**src/rtl/hub75_pkg.sv**
```systemverilog
// hub75_pkg: shared definitions for the HUB75 scan engine.
//   - scan state enumeration
//   - mem_rdata channel order and field offsets, as functions of COLOR_BITS
//   - per-plane cycle-count constants and show-counter width helper
package hub75_pkg;

    typedef enum logic [1:0] {
        PREFETCH,
        SHIFT,
        LATCH,
        SHOW
    } state_e;

    // Channel order inside mem_rdata, most significant field first:
    // {r0, g0, b0, r1, g1, b1}.
    localparam int CH_R0  = 0;
    localparam int CH_G0  = 1;
    localparam int CH_B0  = 2;
    localparam int CH_R1  = 3;
    localparam int CH_G1  = 4;
    localparam int CH_B1  = 5;
    localparam int NUM_CH = 6;

    function automatic int field_lsb(input int ch, input int color_bits);
        return (NUM_CH - 1 - ch) * color_bits;
    endfunction

    localparam int PREFETCH_CYCLES      = 1;
    localparam int SHIFT_CYCLES_PER_COL = 2;
    localparam int LATCH_CYCLES         = 1;

    function automatic int plane_cycles(input int cols, input int base_ticks, input int plane);
        return PREFETCH_CYCLES + SHIFT_CYCLES_PER_COL * cols + LATCH_CYCLES + (base_ticks << plane);
    endfunction

    // Wide enough to hold the longest show period (the top plane) without overflow.
    function automatic int show_cnt_w(input int base_ticks, input int color_bits);
        return $clog2(base_ticks << (color_bits - 1)) + 1;
    endfunction

endpackage

```
**src/rtl/hub75_scan_if.sv**
```systemverilog
// hub75_scan_if: pixel-memory read bus between the scan engine and the
// dual-pixel frame memory.
//   mem_addr  : {row, col} read address, driven by the scan engine (master)
//   mem_rdata : {r0,g0,b0,r1,g1,b1}, valid one clk after mem_addr (slave)
interface hub75_scan_if #(
    parameter int COLS       = 32,
    parameter int ROW_BITS   = 4,
    parameter int COLOR_BITS = 4
);
    localparam int ADDR_W = ROW_BITS + $clog2(COLS);

    logic [ADDR_W-1:0]       mem_addr;
    logic [6*COLOR_BITS-1:0] mem_rdata;

    modport master (output mem_addr, input mem_rdata);
    modport slave  (input mem_addr, output mem_rdata);
endinterface

```
**src/rtl/hub75_bcm_timer.sv**
```systemverilog
// hub75_bcm_timer: show-period timer for binary-code modulation.
//   load       : load BASE_TICKS<<plane (and the dimming limit) for the next SHOW
//   run        : high for every SHOW cycle; counter decrements while high
//   plane      : current bit plane
//   brightness : dimming level, only with HUB75_BRIGHTNESS_EN defined
//   done       : last SHOW cycle
//   oe_n       : 0 while the panel should be lit during SHOW, else 1
// With HUB75_BRIGHTNESS_EN, the first ((BASE_TICKS<<plane)*brightness)>>8
// cycles of SHOW are lit and the remainder stays blanked.
module hub75_bcm_timer
    import hub75_pkg::*;
#(
    parameter int BASE_TICKS = 64,
    parameter int COLOR_BITS = 4,
    parameter int PLANE_W    = 2
) (
    input  logic               clk,
    input  logic               reset_n,
    input  logic               load,
    input  logic               run,
    input  logic [PLANE_W-1:0] plane,
`ifdef HUB75_BRIGHTNESS_EN
    input  logic [7:0]         brightness,
`endif
    output logic               done,
    output logic               oe_n
);

    localparam int CW = show_cnt_w(BASE_TICKS, COLOR_BITS);

    logic [CW-1:0] cnt_q, cnt_d;
    logic [CW-1:0] lim_q, lim_d;
    logic [CW-1:0] ticks;
`ifdef HUB75_BRIGHTNESS_EN
    logic [CW+7:0] prod;
`endif

    always_comb begin
        ticks = CW'(BASE_TICKS) << plane;
        cnt_d = cnt_q;
        lim_d = lim_q;
`ifdef HUB75_BRIGHTNESS_EN
        prod  = {8'd0, ticks} * {{CW{1'b0}}, brightness};
`endif
        if (load) begin
            cnt_d = ticks;
            // The counter runs down from ticks, so "lit while elapsed < threshold"
            // becomes "lit while remaining > ticks - threshold".
`ifdef HUB75_BRIGHTNESS_EN
            lim_d = ticks - CW'(prod >> 8);
`else
            lim_d = '0;
`endif
        end else if (run && cnt_q != '0) begin
            cnt_d = cnt_q - CW'(1);
        end
    end

    assign done = run && (cnt_q == CW'(1));
    assign oe_n = !(run && (cnt_q > lim_q));

    always_ff @(posedge clk or negedge reset_n) begin
        if (!reset_n) begin
            cnt_q <= '0;
            lim_q <= '0;
        end else begin
            cnt_q <= cnt_d;
            lim_q <= lim_d;
        end
    end

endmodule

```
**src/rtl/hub75_scan.sv**
```systemverilog
// hub75_scan: HUB75 RGB matrix scan engine with binary-code modulation.
//   clk, reset_n       : clock, asynchronous active-low reset
//   mem (master)       : {row,col} address out, dual-pixel data in (1-cycle latency)
//   brightness[7:0]    : dimming, present only with HUB75_BRIGHTNESS_EN defined
//   led_r0..led_b1     : plane bit for upper (0) / lower (1) half panel
//   led_clk, led_lat   : panel shift clock and latch strobe
//   led_oe             : active-low output enable
//   led_row            : row-pair select
//   frame_done         : one-cycle pulse after the last plane of the last row
// Every pin is a flop fed from the current state, so pins show each state
// one clk after it occurs; this gives colour one clk of setup before each
// led_clk rising edge and places the latch pulse ahead of the lit period.
module hub75_scan
    import hub75_pkg::*;
#(
    parameter int COLS       = 32,
    parameter int ROW_BITS   = 4,
    parameter int COLOR_BITS = 4,
    parameter int BASE_TICKS = 64
) (
    input  logic                clk,
    input  logic                reset_n,
    hub75_scan_if.master        mem,
`ifdef HUB75_BRIGHTNESS_EN
    input  logic [7:0]          brightness,
`endif
    output logic                led_r0,
    output logic                led_g0,
    output logic                led_b0,
    output logic                led_r1,
    output logic                led_g1,
    output logic                led_b1,
    output logic                led_clk,
    output logic                led_lat,
    output logic                led_oe,
    output logic [ROW_BITS-1:0] led_row,
    output logic                frame_done
);

    localparam int COL_W   = $clog2(COLS);
    localparam int PLANE_W = (COLOR_BITS > 1) ? $clog2(COLOR_BITS) : 1;
    localparam int ADDR_W  = ROW_BITS + COL_W;

    state_e                state_q, state_d;
    logic [ROW_BITS-1:0]   row_q, row_d;
    logic [PLANE_W-1:0]    plane_q, plane_d;
    logic [COL_W-1:0]      col_q, col_d;
    logic                  phase_q, phase_d;
    logic [ADDR_W-1:0]     mem_addr_q, mem_addr_d;
    logic [NUM_CH-1:0]     rgb_q, rgb_d;
    logic                  led_clk_q, led_clk_d;
    logic                  led_lat_q, led_lat_d;
    logic                  led_oe_q, led_oe_d;
    logic [ROW_BITS-1:0]   led_row_q, led_row_d;
    logic                  frame_done_q, frame_done_d;
    logic [COLOR_BITS-1:0] chan;
    logic                  timer_done, timer_oe_n;
`ifdef HUB75_BRIGHTNESS_EN
    logic [7:0]            bright_q, bright_d;
`endif

    hub75_bcm_timer #(
        .BASE_TICKS (BASE_TICKS),
        .COLOR_BITS (COLOR_BITS),
        .PLANE_W    (PLANE_W)
    ) u_timer (
        .clk        (clk),
        .reset_n    (reset_n),
        .load       (state_q == LATCH),
        .run        (state_q == SHOW),
        .plane      (plane_q),
`ifdef HUB75_BRIGHTNESS_EN
        .brightness (bright_q),
`endif
        .done       (timer_done),
        .oe_n       (timer_oe_n)
    );

    always_comb begin
        state_d    = state_q;
        row_d      = row_q;
        plane_d    = plane_q;
        col_d      = col_q;
        phase_d    = phase_q;
        mem_addr_d = mem_addr_q;
        rgb_d      = rgb_q;
        chan       = '0;
`ifdef HUB75_BRIGHTNESS_EN
        bright_d   = bright_q;
`endif
        case (state_q)
            PREFETCH: begin
                state_d = SHIFT;
                col_d   = '0;
                phase_d = 1'b0;
`ifdef HUB75_BRIGHTNESS_EN
                bright_d = brightness;
`endif
            end
            SHIFT: begin
                if (!phase_q) begin
                    for (int ch = 0; ch < NUM_CH; ch++) begin
                        chan      = mem.mem_rdata[field_lsb(ch, COLOR_BITS) +: COLOR_BITS];
                        rgb_d[ch] = chan[plane_q];
                    end
                    // Wraps to col 0 after the last column; that read is never used.
                    mem_addr_d = {row_q, col_q + COL_W'(1)};
                    phase_d    = 1'b1;
                end else begin
                    phase_d = 1'b0;
                    col_d   = col_q + COL_W'(1);
                    if (col_q == COL_W'(COLS - 1)) begin
                        state_d = LATCH;
                    end
                end
            end
            LATCH: begin
                state_d = SHOW;
            end
            SHOW: begin
                if (timer_done) begin
                    state_d = PREFETCH;
                    if (plane_q == PLANE_W'(COLOR_BITS - 1)) begin
                        plane_d = '0;
                        row_d   = row_q + ROW_BITS'(1);
                    end else begin
                        plane_d = plane_q + PLANE_W'(1);
                    end
                    // Address must already be {row,0} while PREFETCH is active.
                    mem_addr_d = {row_d, COL_W'(0)};
                end
            end
            default: begin
                state_d = PREFETCH;
            end
        endcase

        led_clk_d    = (state_q == SHIFT) && phase_q;
        led_lat_d    = (state_q == LATCH);
        led_oe_d     = timer_oe_n;
        led_row_d    = (state_q == LATCH) ? row_q : led_row_q;
        frame_done_d = (state_q == SHOW) && timer_done &&
                       (row_q == {ROW_BITS{1'b1}}) &&
                       (plane_q == PLANE_W'(COLOR_BITS - 1));
    end

    always_ff @(posedge clk or negedge reset_n) begin
        if (!reset_n) begin
            state_q      <= PREFETCH;
            row_q        <= '0;
            plane_q      <= '0;
            col_q        <= '0;
            phase_q      <= 1'b0;
            mem_addr_q   <= '0;
            rgb_q        <= '0;
            led_clk_q    <= 1'b0;
            led_lat_q    <= 1'b0;
            led_oe_q     <= 1'b1;
            led_row_q    <= '0;
            frame_done_q <= 1'b0;
`ifdef HUB75_BRIGHTNESS_EN
            bright_q     <= '0;
`endif
        end else begin
            state_q      <= state_d;
            row_q        <= row_d;
            plane_q      <= plane_d;
            col_q        <= col_d;
            phase_q      <= phase_d;
            mem_addr_q   <= mem_addr_d;
            rgb_q        <= rgb_d;
            led_clk_q    <= led_clk_d;
            led_lat_q    <= led_lat_d;
            led_oe_q     <= led_oe_d;
            led_row_q    <= led_row_d;
            frame_done_q <= frame_done_d;
`ifdef HUB75_BRIGHTNESS_EN
            bright_q     <= bright_d;
`endif
        end
    end

    assign mem.mem_addr = mem_addr_q;
    assign led_r0       = rgb_q[CH_R0];
    assign led_g0       = rgb_q[CH_G0];
    assign led_b0       = rgb_q[CH_B0];
    assign led_r1       = rgb_q[CH_R1];
    assign led_g1       = rgb_q[CH_G1];
    assign led_b1       = rgb_q[CH_B1];
    assign led_clk      = led_clk_q;
    assign led_lat      = led_lat_q;
    assign led_oe       = led_oe_q;
    assign led_row      = led_row_q;
    assign frame_done   = frame_done_q;

endmodule

```
**src/flat_wrapper.sv**
```systemverilog
// flat-port wrapper written by rule: the top's interface ports become plain ports
module hub75_scan_flat import hub75_pkg::*;
#(
    parameter int COLS       = 32,
    parameter int ROW_BITS   = 4,
    parameter int COLOR_BITS = 4,
    parameter int BASE_TICKS = 64
)
  (clk, reset_n, led_r0, led_g0, led_b0, led_r1, led_g1, led_b1, led_clk, led_lat, led_oe, led_row, frame_done, mem_mem_addr, mem_mem_rdata);
  hub75_scan_if #(.COLS(COLS), .ROW_BITS(ROW_BITS), .COLOR_BITS(COLOR_BITS)) mem_i ();
  input  logic clk;
  input  logic reset_n;
  output logic led_r0;
  output logic led_g0;
  output logic led_b0;
  output logic led_r1;
  output logic led_g1;
  output logic led_b1;
  output logic led_clk;
  output logic led_lat;
  output logic led_oe;
  output logic [ROW_BITS-1:0] led_row;
  output logic frame_done;
  output wire logic [$bits(mem_i.mem_addr)-1:0] mem_mem_addr;
  input wire logic [$bits(mem_i.mem_rdata)-1:0] mem_mem_rdata;
  assign mem_mem_addr = mem_i.mem_addr;
  assign mem_i.mem_rdata = mem_mem_rdata;
  hub75_scan #(.COLS(COLS), .ROW_BITS(ROW_BITS), .COLOR_BITS(COLOR_BITS), .BASE_TICKS(BASE_TICKS)) u_core (.clk(clk), .reset_n(reset_n), .mem(mem_i), .led_r0(led_r0), .led_g0(led_g0), .led_b0(led_b0), .led_r1(led_r1), .led_g1(led_g1), .led_b1(led_b1), .led_clk(led_clk), .led_lat(led_lat), .led_oe(led_oe), .led_row(led_row), .frame_done(frame_done));
endmodule
```
**config.mk**
```make
export PLATFORM = sky130hd
export DESIGN_NAME = hub75_scan_flat
export DESIGN_NICKNAME = d
export VERILOG_FILES = /design/src/rtl/hub75_pkg.sv /design/src/rtl/hub75_scan_if.sv /design/src/rtl/hub75_bcm_timer.sv /design/src/rtl/hub75_scan.sv /design/src/flat_wrapper.sv
export SDC_FILE = /design/constraint.sdc
export NUM_CORES = 1
export LEC_CHECK = 0
export ABC_AREA = 1
export CAP_MARGIN = 30
export CORE_ASPECT_RATIO = 0.8
export CORE_UTILIZATION = 50
export CTS_CLUSTER_DIAMETER = 200
export DETAILED_ROUTE_END_ITERATION = 7
export PLACE_DENSITY_LB_ADDON = 0.25
export SETUP_SLACK_MARGIN = 0.5
export SLEW_MARGIN = 10
export SYNTH_ARGS = -nofsm -noshare
export SYNTH_HDL_FRONTEND = slang
export SYNTH_SLANG_ARGS = --single-unit
```
**constraint.sdc**
```tcl
create_clock -name clk -period 2.04 [get_ports clk]
set_input_delay 0.51 -clock clk [delete_from_list [all_inputs] [get_ports clk]]
set_output_delay 0.51 -clock clk [all_outputs]
set_load 0.02 [all_outputs]
```
==> key figures <==
Setup path
  • CP peak stage delay: between 0.3 and 0.4 ns
  • Worst Path Max Fanout: 2
  • Worst setup path startpoint: u_core.rgb_q[0]
  • Largest delay contributor family on the critical path: flip-flops
  • Worst setup SP type: flop
  • Slowest stage cell on the critical path: dfrtp_1
  • CP endpoint kind: primary output
  • Crit Path Class: reg2out
  • Crit path buffers/inverters: 1
  • Arrival @ worst endpoint: 1.00 ns
  • Crit-path cells: dlygate4sd2_1
  • Reg-to-Reg Start: u_core.state_q[0]
  • Worst path required time: between 1.5 and 2 ns

Global route
  • Vias in the first global route: about 2200
  • Largest net degree at the start of global routing: 26
  • GRT Total Usage: 0.217
  • Initial antenna violation count: 0
  • First-pass GRT wire length: ~9700 µm
  • GRT overflow: 0

Floorplanning
  • Die area: between 5000 and 6000 µm²
  • Chip width: 83.5 µm
  • Num rows: 23
  • Core ar.: around 5000 µm²
  • Chip height: 67.2 µm
  • Number of primary I/O pins: 49
  • Initial Utilization: 0.524

Routing
  • Antenna Nets Post-Route: 0
  • Routed WL: 5910 µm
  • DR vias/cell: 5.11
  • DR vias: around 2300
  • Drt first pass iters: 4
  • Wire per inst: around 13 µm
  • Initial DRC Count: about 160
  • DRC viols: 0

STA
  • Final Hold Viols: 0
  • Fmax: 0.660 GHz
  • Slew @ Worst Pin: between 0.3 and 0.4 ns
  • Setup TNS: 0 ns
  • Worst hold margin: approximately 0.11 ns
  • Min Tclk post-route: between 1.5 and 2 ns
  • Clock skew: around 0.012 ns
  • Slew Viols, Final: 0
  • Final setup fails: 0
  • Period utilization: 0.742
  • Slew HR: 0.741
  • RSZ-0062 raised after global routing: true

Synth
  • Synth area leader: dfrtp_1
  • Ys async rst share: 1.00
  • Synth Cell Area: 2660 µm²
  • Syn avg cell area: ~8 µm²
  • Cell with the most instances after synthesis: nand2_1
  • Top_reg_cell synth: dfrtp_1
  • Yosys top cell area share: 0.434
  • Register bit total from synthesis: 47
  • Area contributors post-synth: dfrtp_1 43%, nand2_1 11%, nor2_1 7.5%
  • Sequential area share after synthesis: 0.443
  • EDFF count, synth: 0
  • Yosys cell types: 33
  • YS warnings: 0
  • Gate Count Post-Synth: 330
  • List of most frequent post-synthesis cells: 80 x nand2_1, 53 x nor2_1, 46 x dfrtp_1, 28 x inv_1, 26 x o21ai_0
  • Post-Syn Nets: roughly 370

Pwr
  • Lkg Pwr: between 1.5 and 2 nW
  • Pwr/cell area: about 470 nW/µm²
  • Maximum VDD drop: approximately 0.28 mV

Status
  • Outcome: finished, final reports clean

Clocking
  • Clk slew on worst S/H paths: roughly 0.09 ns
  • Num CTS Buffers: 5
  • Max H-tree Level: 2
  • Total clock sinks: 47
  • Clk buf depth: 2
  • Root buf cell: clkbuf_8
  • CTS tree: done
  • Clock latency on the worst-skew pair: just over 0.3 ns

Run
  • Max-cap violation count: 0

Cells and area
  • Antenna cell count: 0
  • Ratio of cells with drive above 1 in the final layout: 0.218
  • P&R area growth vs syn: 30.9%
  • Final Net Count: 432

Place
  • Half-perimeter wire length after placement: ~4000 µm
  • PortBufs: 48
  • Gpl congestion: about 0.86

Min path
  • Hold Crit Class: in2async
## routing by layer
layer,wire length (µm),part of all wire,global-route usage
met1,2850,0.48,0.275
met2,2710,0.46,0.368
met3,271,0.046,0.0452
met4,79,0.013,0.0911
met5,0,0,0
## stage by stage
stage | util | instance area, µm² | cells | total power [mW] | worst slack [ns]
4_1_cts | 0.666 | 3370 | 451 | 1.67 | 0.366
5_1_grt | 0.686 | 3480 | 456 | 1.70 | 0.455
6_report | 0.686 | 3480 | 456 | 1.65 | 0.526
3_5_place_dp | 0.638 | 3230 | 439 | 1.06 | 0.272
3_3_place_gp | 0.638 | 3230 | 439 | 1.06 | 0.313
2_1_floorplan | - | 2660 | 330 | 0.978 | 0.534
## power breakdown
group	switching, mW	internal, mW	total [mW]
Clock	0.331	0.277	0.608
Combinational	0.0409	0.0577	0.0986
Sequential	0.00296	0.937	0.940
## worst paths after layout
check	endpoint	slack, ns	cells past startpoint
worst max-delay path	led_r0	0.53	1
worst min-delay path	u_core.u_timer.cnt_q[3]	0.11	1
worst max register to register	u_core.col_q[1]	0.54	6
worst min register to register	u_core.led_row[0]	0.48	2
max in group asynchronous	u_core.led_oe	1.39	2
min in group clk	u_core.led_row[0]	0.48	2
## what timing repair did
item,in CTS,in global routing
setup buffers,4,4
setup endpoints to repair,54,45
gates resized for setup,37,38
pin swaps,1,2
hold buffers,0,0
cloned,0,1
## cells in the final DEF (no fill, tap or decap), drive strengths merged
master	count
xnor2	1
ha	13
nand3	15
or2	2
o21bai	1
dlygate4sd2	3
dfrtp	46
o22ai	1
clkbuf	9
nand2	88
xor2	4
nand3b	1
a21oi	4
nor3	2
clkinv	1
buf	19
nor2	58
dfstp	1
clkdlybuf4s50	24
a22o	2
nand4	1
o21ai	42
clkinvlp	2
clkdlybuf4s15	17
a31oi	6
inv	31
## flip-flops by register name (all words and copies together) (netlist names)
signal                flops
u_core.col_q              5
u_core.frame_done         1
u_core.led_clk            1
u_core.led_lat            1
u_core.led_oe             1
u_core.led_row            4
u_core.mem.mem_addr       9
u_core.phase_q            1
u_core.plane_q            2
u_core.rgb_q              6
u_core.row_q              4
u_core.state_q            2
u_core.u_timer.cnt_q     10
## cell type report
cell class | count | area [µm²]
multi-input cells | 241 | 1390
inverters | 32 | 124
well taps | 62 | 77.6
fillers | 407 | 1590
clock inverters | 2 | 16.3
clock buffers | 6 | 82.6
flip-flops and latches | 47 | 1180
repair buffers | 66 | 604
## cells by family after synthesis
family	after synthesis	synth area share
and+or+nand+nor	166	0.273
adders and majority gates	13	0.0613
xor gates and xnor gates	5	0.0165
DFF	47	0.443
AOI/OAI and AO/OA	56	0.135
buffers and inverters	43	0.0702
(Power assumes the default switching activity.)
